[src/rtl/seg7_pkg.sv]
// Shared constants for the 7-segment scan driver: hex glyph table and
// polarity helper. Segment order is abcdefg with a in bit 6.
package seg7_pkg;

  localparam logic [6:0] SEG_OFF = 7'b0000000;

  // Index 15 first so HEX_TABLE[n] is the glyph for nibble n.
  localparam logic [15:0][6:0] HEX_TABLE = {
    7'b1000111,  // F
    7'b1001111,  // E
    7'b0111101,  // d
    7'b1001110,  // C
    7'b0011111,  // b
    7'b1110111,  // A
    7'b1111011,  // 9
    7'b1111111,  // 8
    7'b1110000,  // 7
    7'b1011111,  // 6
    7'b1011011,  // 5
    7'b0110011,  // 4
    7'b1111001,  // 3
    7'b1101101,  // 2
    7'b0110000,  // 1
    7'b1111110   // 0
  };

  function automatic logic [6:0] seg_polarity(input logic [6:0] seg, input logic active_low);
    return active_low ? ~seg : seg;
  endfunction

endpackage

[src/rtl/seg7_scan_driver_hex7seg_decoder.sv]
// Combinational nibble-to-glyph lookup, active-high abcdefg.
module hex7seg_decoder
  import seg7_pkg::*;
(
  input  logic [3:0] nibble,
  output logic [6:0] seg_ah
);

  always_comb begin
    seg_ah = HEX_TABLE[nibble];
  end

endmodule

[src/rtl/seg7_scan_driver.sv]
// Time-multiplexed N-digit 7-segment driver with per-scan double buffering,
// blanking, decimal points and an anode-off gap at the start of each slot.
module seg7_scan_driver
  import seg7_pkg::*;
#(
  parameter int DIGITS         = 4,
  parameter int DIV            = 50000,
  parameter int GHOST          = 1,
  parameter int SEG_ACTIVE_LOW = 1,
  parameter int AN_ACTIVE_LOW  = 1
) (
  input  logic                  clk,
  input  logic                  rst_n,
  input  logic                  enable,
  input  logic [4*DIGITS-1:0]   value,
  input  logic [DIGITS-1:0]     dp_in,
  input  logic [DIGITS-1:0]     blank,
  output logic [6:0]            seg,
  output logic                  dp,
  output logic [DIGITS-1:0]     an
);

  localparam int CW = (DIV > 1) ? $clog2(DIV) : 1;
  localparam int IW = (DIGITS > 1) ? $clog2(DIGITS) : 1;

  localparam logic              SEG_LOW  = (SEG_ACTIVE_LOW != 0);
  localparam logic              AN_LOW   = (AN_ACTIVE_LOW != 0);
  localparam logic [6:0]        SEG_IDLE = SEG_LOW ? ~SEG_OFF : SEG_OFF;
  localparam logic              DP_IDLE  = SEG_LOW;
  localparam logic [DIGITS-1:0] AN_IDLE  = AN_LOW ? '1 : '0;

  logic [CW-1:0]         cnt_q, cnt_d;
  logic [IW-1:0]         idx_q, idx_d;
  logic [4*DIGITS-1:0]   snap_val_q, snap_val_d;
  logic [DIGITS-1:0]     snap_dp_q, snap_dp_d;
  logic [DIGITS-1:0]     snap_blank_q, snap_blank_d;
  logic [6:0]            seg_q, seg_d;
  logic                  dp_q, dp_d;
  logic [DIGITS-1:0]     an_q, an_d;

  logic                  slot_end, last_dig, snap_load;
  logic [3:0]            cur_nib;
  logic                  cur_dp, cur_blank, dig_on;
  logic [DIGITS-1:0]     an_onehot;
  logic [6:0]            hex_seg;

  // Scan position and snapshot reload point.
  always_comb begin
    slot_end  = (cnt_q == CW'(DIV - 1));
    last_dig  = (idx_q == IW'(DIGITS - 1));
    cnt_d     = cnt_q + CW'(1);
    idx_d     = idx_q;
    snap_load = 1'b0;
    if (!enable) begin
      cnt_d     = '0;
      idx_d     = '0;
      snap_load = 1'b1;
    end else if (slot_end) begin
      cnt_d     = '0;
      idx_d     = last_dig ? '0 : idx_q + IW'(1);
      snap_load = last_dig;
    end
    snap_val_d   = snap_load ? value  : snap_val_q;
    snap_dp_d    = snap_load ? dp_in  : snap_dp_q;
    snap_blank_d = snap_load ? blank  : snap_blank_q;
  end

  // Select the current digit's snapshot fields without an open-ended index.
  always_comb begin
    cur_nib   = '0;
    cur_dp    = 1'b0;
    cur_blank = 1'b1;
    for (int i = 0; i < DIGITS; i++) begin
      if (idx_q == IW'(i)) begin
        cur_nib   = snap_val_q[4*i +: 4];
        cur_dp    = snap_dp_q[i];
        cur_blank = snap_blank_q[i];
      end
    end
  end

  hex7seg_decoder u_dec (
    .nibble (cur_nib),
    .seg_ah (hex_seg)
  );

  always_comb begin
    dig_on    = enable && (cnt_q >= CW'(GHOST)) && !cur_blank;
    an_onehot = '0;
    for (int i = 0; i < DIGITS; i++) begin
      if (dig_on && (idx_q == IW'(i))) an_onehot[i] = 1'b1;
    end
    seg_d = seg_polarity(dig_on ? hex_seg : SEG_OFF, SEG_LOW);
    dp_d  = (dig_on && cur_dp) ^ SEG_LOW;
    an_d  = AN_LOW ? ~an_onehot : an_onehot;
  end

  always_ff @(posedge clk or negedge rst_n) begin
    if (!rst_n) begin
      cnt_q        <= '0;
      idx_q        <= '0;
      snap_val_q   <= '0;
      snap_dp_q    <= '0;
      snap_blank_q <= '0;
      seg_q        <= SEG_IDLE;
      dp_q         <= DP_IDLE;
      an_q         <= AN_IDLE;
    end else begin
      cnt_q        <= cnt_d;
      idx_q        <= idx_d;
      snap_val_q   <= snap_val_d;
      snap_dp_q    <= snap_dp_d;
      snap_blank_q <= snap_blank_d;
      seg_q        <= seg_d;
      dp_q         <= dp_d;
      an_q         <= an_d;
    end
  end

  assign seg = seg_q;
  assign dp  = dp_q;
  assign an  = an_q;

endmodule
[config.mk]
export PLATFORM = sky130hd
export DESIGN_NAME = seg7_scan_driver
export DESIGN_NICKNAME = d
export VERILOG_FILES = /design/src/rtl/seg7_pkg.sv /design/src/rtl/seg7_scan_driver_hex7seg_decoder.sv /design/src/rtl/seg7_scan_driver.sv
export SDC_FILE = /design/constraint.sdc
export NUM_CORES = 1
export LEC_CHECK = 0
export ABC_AREA = 1
export CAP_MARGIN = 20
export CORE_MARGIN = 2
export CORE_UTILIZATION = 57
export CTS_CLUSTER_DIAMETER = 60
export DETAILED_ROUTE_END_ITERATION = 6
export DONT_BUFFER_PORTS = 1
export PLACE_DENSITY = 0.73
export SYNTH_ARGS = -nofsm -noshare
export SYNTH_HDL_FRONTEND = slang
export SYNTH_SLANG_ARGS = --single-unit
export TNS_END_PERCENT = 10
[constraint.sdc]
create_clock -name clk -period 2.15 [get_ports clk]
set_clock_uncertainty 0.2 [all_clocks]
set_input_delay 0.43 -clock clk [delete_from_list [all_inputs] [get_ports clk]]
set_output_delay 0.43 -clock clk [all_outputs]
set_load 0.03 [all_outputs]
-- Word-level counts from Yosys, hierarchy flattened
Memories as Yosys holds them, arrays and structs flattened.
Cells that the tools add are included.
- memories: 1
- register bits: 54
- bits in read-only memories: 112
- input port bits: 27
- logic and storage cells: 55
- output and inout bits: 12
- memory list (name ; depth ; bits a word ; read ports ; clocked after Yosys merged registers in ; wr ports ; line ; text):
    (no name shown) ; 16 ; 7 ; 1 ; 0 ; 0 ; seg7_scan_driver_hex7seg_decoder.sv:10 ; seg_ah = HEX_TABLE[nibble];
- equal/unequal tests: 5
- multiplexer cells: 25
- $lt $le $gt $ge: 2
- bitwise logic cells: 3
- reductions and logical operators: 9
- add/subtract/negate cells: 2
- operators by type and width (operator ; number):
    2-to-1 mux 16 bit ; 2
    adder 16 x 1 -> 16 bit (second input constant) ; 1
    == test 16 bit (second input constant) ; 1
    >= comparator 16 x 1 -> 1 bit (second input constant) ; 1
    2-to-1 mux 4 bit ; 4
    2-to-1 mux 1 bit ; 14
    2-to-1 mux 7 bit ; 2
    logical AND 1 bit ; 7
    inverter 7 bit ; 1
    2-to-1 mux 2 bit ; 3
    less-than comparator 4 x 5 -> 1 bit (second input constant) ; 1
    == test 2 bit (second input constant) ; 2
    inverter 4 bit ; 1
    adder 2 x 1 -> 2 bit (second input constant) ; 1
    == test 2 x 1 -> 1 bit (second input constant) ; 1
    logical NOT 2 bit ; 1
    inequality test 2 x 1 -> 1 bit (second input constant) ; 1
    logical NOT 1 bit ; 1
    inverter 1 bit ; 1

-- Logic depth before layout (Yosys ltp)
- depth after elaboration: 10
- depth in mapped cells: 13
- mapped depth without buffers: 13

-- Cells and area by module
From an unflattened synthesis, not the netlist that was laid out.
- cells, all modules: 398
- area, all modules: 3024.2 µm²
- by module, submodules not included (module ; cells each ; times used ; sequential area each (µm²) ; area an instance (µm²)):
    seg7_scan_driver ; 346 ; 1 ; 1366.3 ; 2753.9
    hex7seg_decoder ; 52 ; 1 ; 0.0 ; 270.3

-- Least setup slack after synthesis
Ideal clock, no wire load.
- path kind: register to register
- start: reg idx_q[0]
- end: reg seg_q[3], in the netlist seg[3]
- setup slack: 86 ps
- arrival: 1780 ps
- library setup time: 85 ps
- clock period less this slack: 2064 ps
- required time: 1865 ps
- cell stages (with the launch flop): 13
- path buffers: 0
- cells stage by stage: dfrtp_1 > inv_1 > ha_1 > inv_2 > nor2_1 > nor2_1 > a21oi_2 > inv_1 > ha_1 > inv_1 > nand2_1 > nand3_1 > nand3_1
- longest elaborated chain between the ends: 9
- elaborated cells on any way between the ends: 18
- classes of those cells: 3 x eq/ne; 10 x mux; 1 x bitwise; 3 x reduce/logical; 1 x memory
- RTL lines (what ; line ; text):
    start: declaration ; seg7_scan_driver.sv:33 ; logic [IW-1:0] idx_q, idx_d;
    start signal: assignment ; seg7_scan_driver.sv:110 ; idx_q <= idx_d;
    logical NOT 2 bit ; seg7_scan_driver.sv:74 ; if (idx_q == IW'(i)) begin
    2-to-1 mux 4 bit / 2-to-1 mux 1 bit (equally long branches) (4 in a row) ; seg7_scan_driver.sv:74 ;
    memory read (16 x 7 bit) / logical NOT 1 bit (equally long branches) ; - ;
    2-to-1 mux 7 bit (not written as such) / logical AND 1 bit (equally long branches) ; seg7_scan_driver_hex7seg_decoder.sv:10, seg7_scan_driver.sv:88 ;
    2-to-1 mux 7 bit * ; seg7_scan_driver.sv:93 ; seg_d = seg_polarity(dig_on ? hex_seg : SEG_OFF, SEG_LOW);
    inverter 7 bit * ; seg7_pkg.sv:28 ; return active_low ? ~seg : seg;
    named net seg_d[3] ; seg7_scan_driver.sv:37 ; logic [6:0] seg_q, seg_d;
    end signal: assignment ; seg7_scan_driver.sv:114 ; seg_q <= seg_d;
    end: declaration ; seg7_scan_driver.sv:37 ;
Mark *: on every way through the listed nets, which the timed path passes. The rest lies on a longest branch. The select of a mux whose other input is x is not followed.
A chain may end at the register's enable or synchronous reset.

-- Final worst setup path
- start: reg idx_q[0]
- end: reg seg_q[5], in the netlist seg[5]
Same word-level chain as after synthesis.

==> out/results.txt <==
Yosys warning total - 0
Psw - 963 uW
CP endpoint kind - flip-flop
Ratio of cells with drive above 1 in the final layout - 19.5%
H-tree depth - 2
Vias in the first global route - 2188
Most frequent cells in the layout - nand2_1, nand3_1, dfrtp_1
Final period util - 99.7%
Final Critical Period - 2140 ps
Setup_tns - 0 ps
TritonCTS clock tree - yes
Worst VDD drop - 0.491 mV
Static Leak - 1.58 nW
Worst setup SP type - flip-flop
First-pass DRT Iterations - 7
Pwr Total - 2.77 mW
Outcome - complete, no violations
CTS Buf Count - 5
DP Area - 0.00300 sq mm
Fmax achieved - 0.467 GHz
Ant diodes - 0
Slew margin rel. - 74.0%
Largest net degree at the start of global routing - 55
Hold depth - 2
Clock power frac - 24.6%
Commonest non-fill, non-tap cell in the layout - nand2_1
Mapped cell area - 0.00293 sq mm
IO buf count - 0
Synthesized net count - 407
Gate power share - 28.4%
Ports - 39
Power Density - 843 mW/mm^2
Detailed Place HPWL - 4400 um
Post-Layout Inst Area - 0.00329 sq mm
Slew Viols, Final - 0
WL final - 6310 um
Congestion Overflow GR - 0
Worst Tran Pin Value - 386 ps
Starting Density - 58.0%
Mapped Avg Cell Area - 7.97 sq um
Pre-CTS worst setup slack - 8.52 ps
Antenna-violating nets left - 0
CTS Buffer Depth - 2
Clock-pin slew of the registers on the worst-case setup and hold paths - 100 ps
Maximum Capacitance Violations - 0
HP Class - in2reg
Share of power burned in registers - 47.1%
Total track usage - 23.0%
CP arrival - 2200 ps
Initial antenna violation count - 0
Chip height - 75.6 um
Die footprint - 0.00572 sq mm
Internal - 1.81 mW
# clock sinks - 54
Global-route wire length before repair - 9960 um
Post-Syn Instances - 367
CP required - 2210 ps
Gpl congestion - 0.897
Sequential area share after synthesis - 46.7%
Fin worst setup slack - 7.33 ps
Die W - 75.6 um
Synthesis-to-finish area growth - 12.4%
Fin. Hold Viols - 0
Largest fanout on the critical path - 6
Drt wl/cell - 14.0 um
Row count - 26
Reg2reg path depth - 11
Worst setup path class - reg2reg
Core Footprint - 0.00504 sq mm
Synth Register Bits - 54
Number of nets in the layout - 419
Via/cell ratio - 5.36
Routed via count - 2412
Worst skew pair latency - 310 ps
Clock root buffer - clkbuf_8
Post-synthesis cell type count - 31
RSZ-0062 raised after global routing - yes
Sw frac - 34.8%
Drt drc - 0
Fin util - 65.2%
1st-iter DRT viols - 157
Final setup fails - 0
-- path summary, 6_finish.rpt --
check                               from       endpoint  slack (ps)
max in group asynchronous          rst_n          an[1]        1030
setup reg to reg                idx_q[0]         seg[5]           7
hold / removal                  value[7]  snap_val_q[7]          50
hold reg to reg            snap_val_q[4]  snap_val_q[4]         290
setup / recovery                idx_q[0]         seg[5]           7
min in group asynchronous          rst_n      cnt_q[11]         430
-- area by class of cell --
type	instances	area [sq um]
clock buffers	7	76.3
clock inverters	1	30.0
flip-flops and latches	54	1370
fillers	442	1750
multi-input cells	269	1460
well taps	70	87.6
inverters	36	145
repair buffers	13	124
-- worst max-delay path, stage by stage, from the launching register on --
cell	delay, ps
dfrtp_2	450
inv_4	70
ha_4	180
a21oi_1	330
nand2_1	170
nand2_2	150
ha_1	240
inv_1	70
nand2_2	60
nand2_1	60
nand2_1	50
nand2_1	60
-- kinds of logic (layout without fill, tap and decap cells) --
group                    after synthesis  in the layout  share of synthesized area, %
AND/OR/NAND/NOR                      233            233                          36.0
flip-flops                            54             54                          46.7
buffers and inverters                 44             57                          7.06
AO/OA/AOI/OAI                         19             19                          3.51
adder cells (fa/ha/maj)               13             13                          5.56
XOR/XNOR                               4              4                          1.20
-- per-layer routing --
layer	global-route usage, %	wire length (um)
met1	31.3	2860
met2	36.9	3030
met3	5.29	299
met4	7.02	126
met5	0	0
-- timing repair --
action | 4_1_cts | 5_1_grt
gates resized for setup | 2 | 28
hold buffers | 2 | 0
setup buffers | 0 | 4
hold endpoints to repair | 54 | 0
pin swaps | 0 | 3
endpoints found under the setup margin | 4 | 7
-- cells in the mapped netlist --
cell	count	share of area, %
nand2_1	116	15
inv_4	1	0.21
nand2_4	3	1.2
o21ai_1	1	0.17
nor3_1	9	1.5
nor2_1	34	4.4
nand3_1	49	8.4
ha_1	13	5.6
dfstp_2	12	11
buf_2	1	0.17
inv_1	27	3.5
nor3b_2	1	0.43
nor2_2	1	0.21
dfrtp_1	42	36
xor2_1	4	1.2
nor3b_1	2	0.51
buf_6	4	1.5
o21ai_0	4	0.68
nand2_2	6	1.3
or2_1	1	0.21
inv_2	7	0.90
clkinv_1	1	0.13
a21oi_2	1	0.30
buf_4	2	0.51
clkbuf_1	1	0.13
nor3_2	3	1.0
o21bai_1	1	0.26
o22ai_1	1	0.21
nand4_1	6	1.3
nand3_2	2	0.68
a21oi_1	11	1.9
-- sequential cells by signal, summed over array words and instances, names as in the netlist --
name,flops
idx_q,2
snap_dp_q,4
an,4
cnt_q,16
snap_val_q,16
dp,1
seg,7
snap_blank_q,4
-- power groups by stage --
| stage | clock [mW] | combinational, mW | sequential, mW |
|---|---|---|---|
| 4_1_cts | 0.694 | 0.667 | 1.29 |
| 3_5_place_dp | 0 | 0.636 | 1.31 |
| 2_1_floorplan | 0 | 0.499 | 1.29 |
| 3_3_place_gp | 0 | 0.618 | 1.31 |
| 6_report | 0.681 | 0.786 | 1.30 |
| 5_1_grt | 0.737 | 0.900 | 1.32 |
-- through the flow --
stage                     std cells  hold slack (ps)
after floorplan                 367            -65.6
after global placement          436            -64.2
after detailed placement        436            -63.8
after CTS                       446             44.0
after global routing            450             38.9
final                           450             53.0
(Power assumes the default switching activity.)
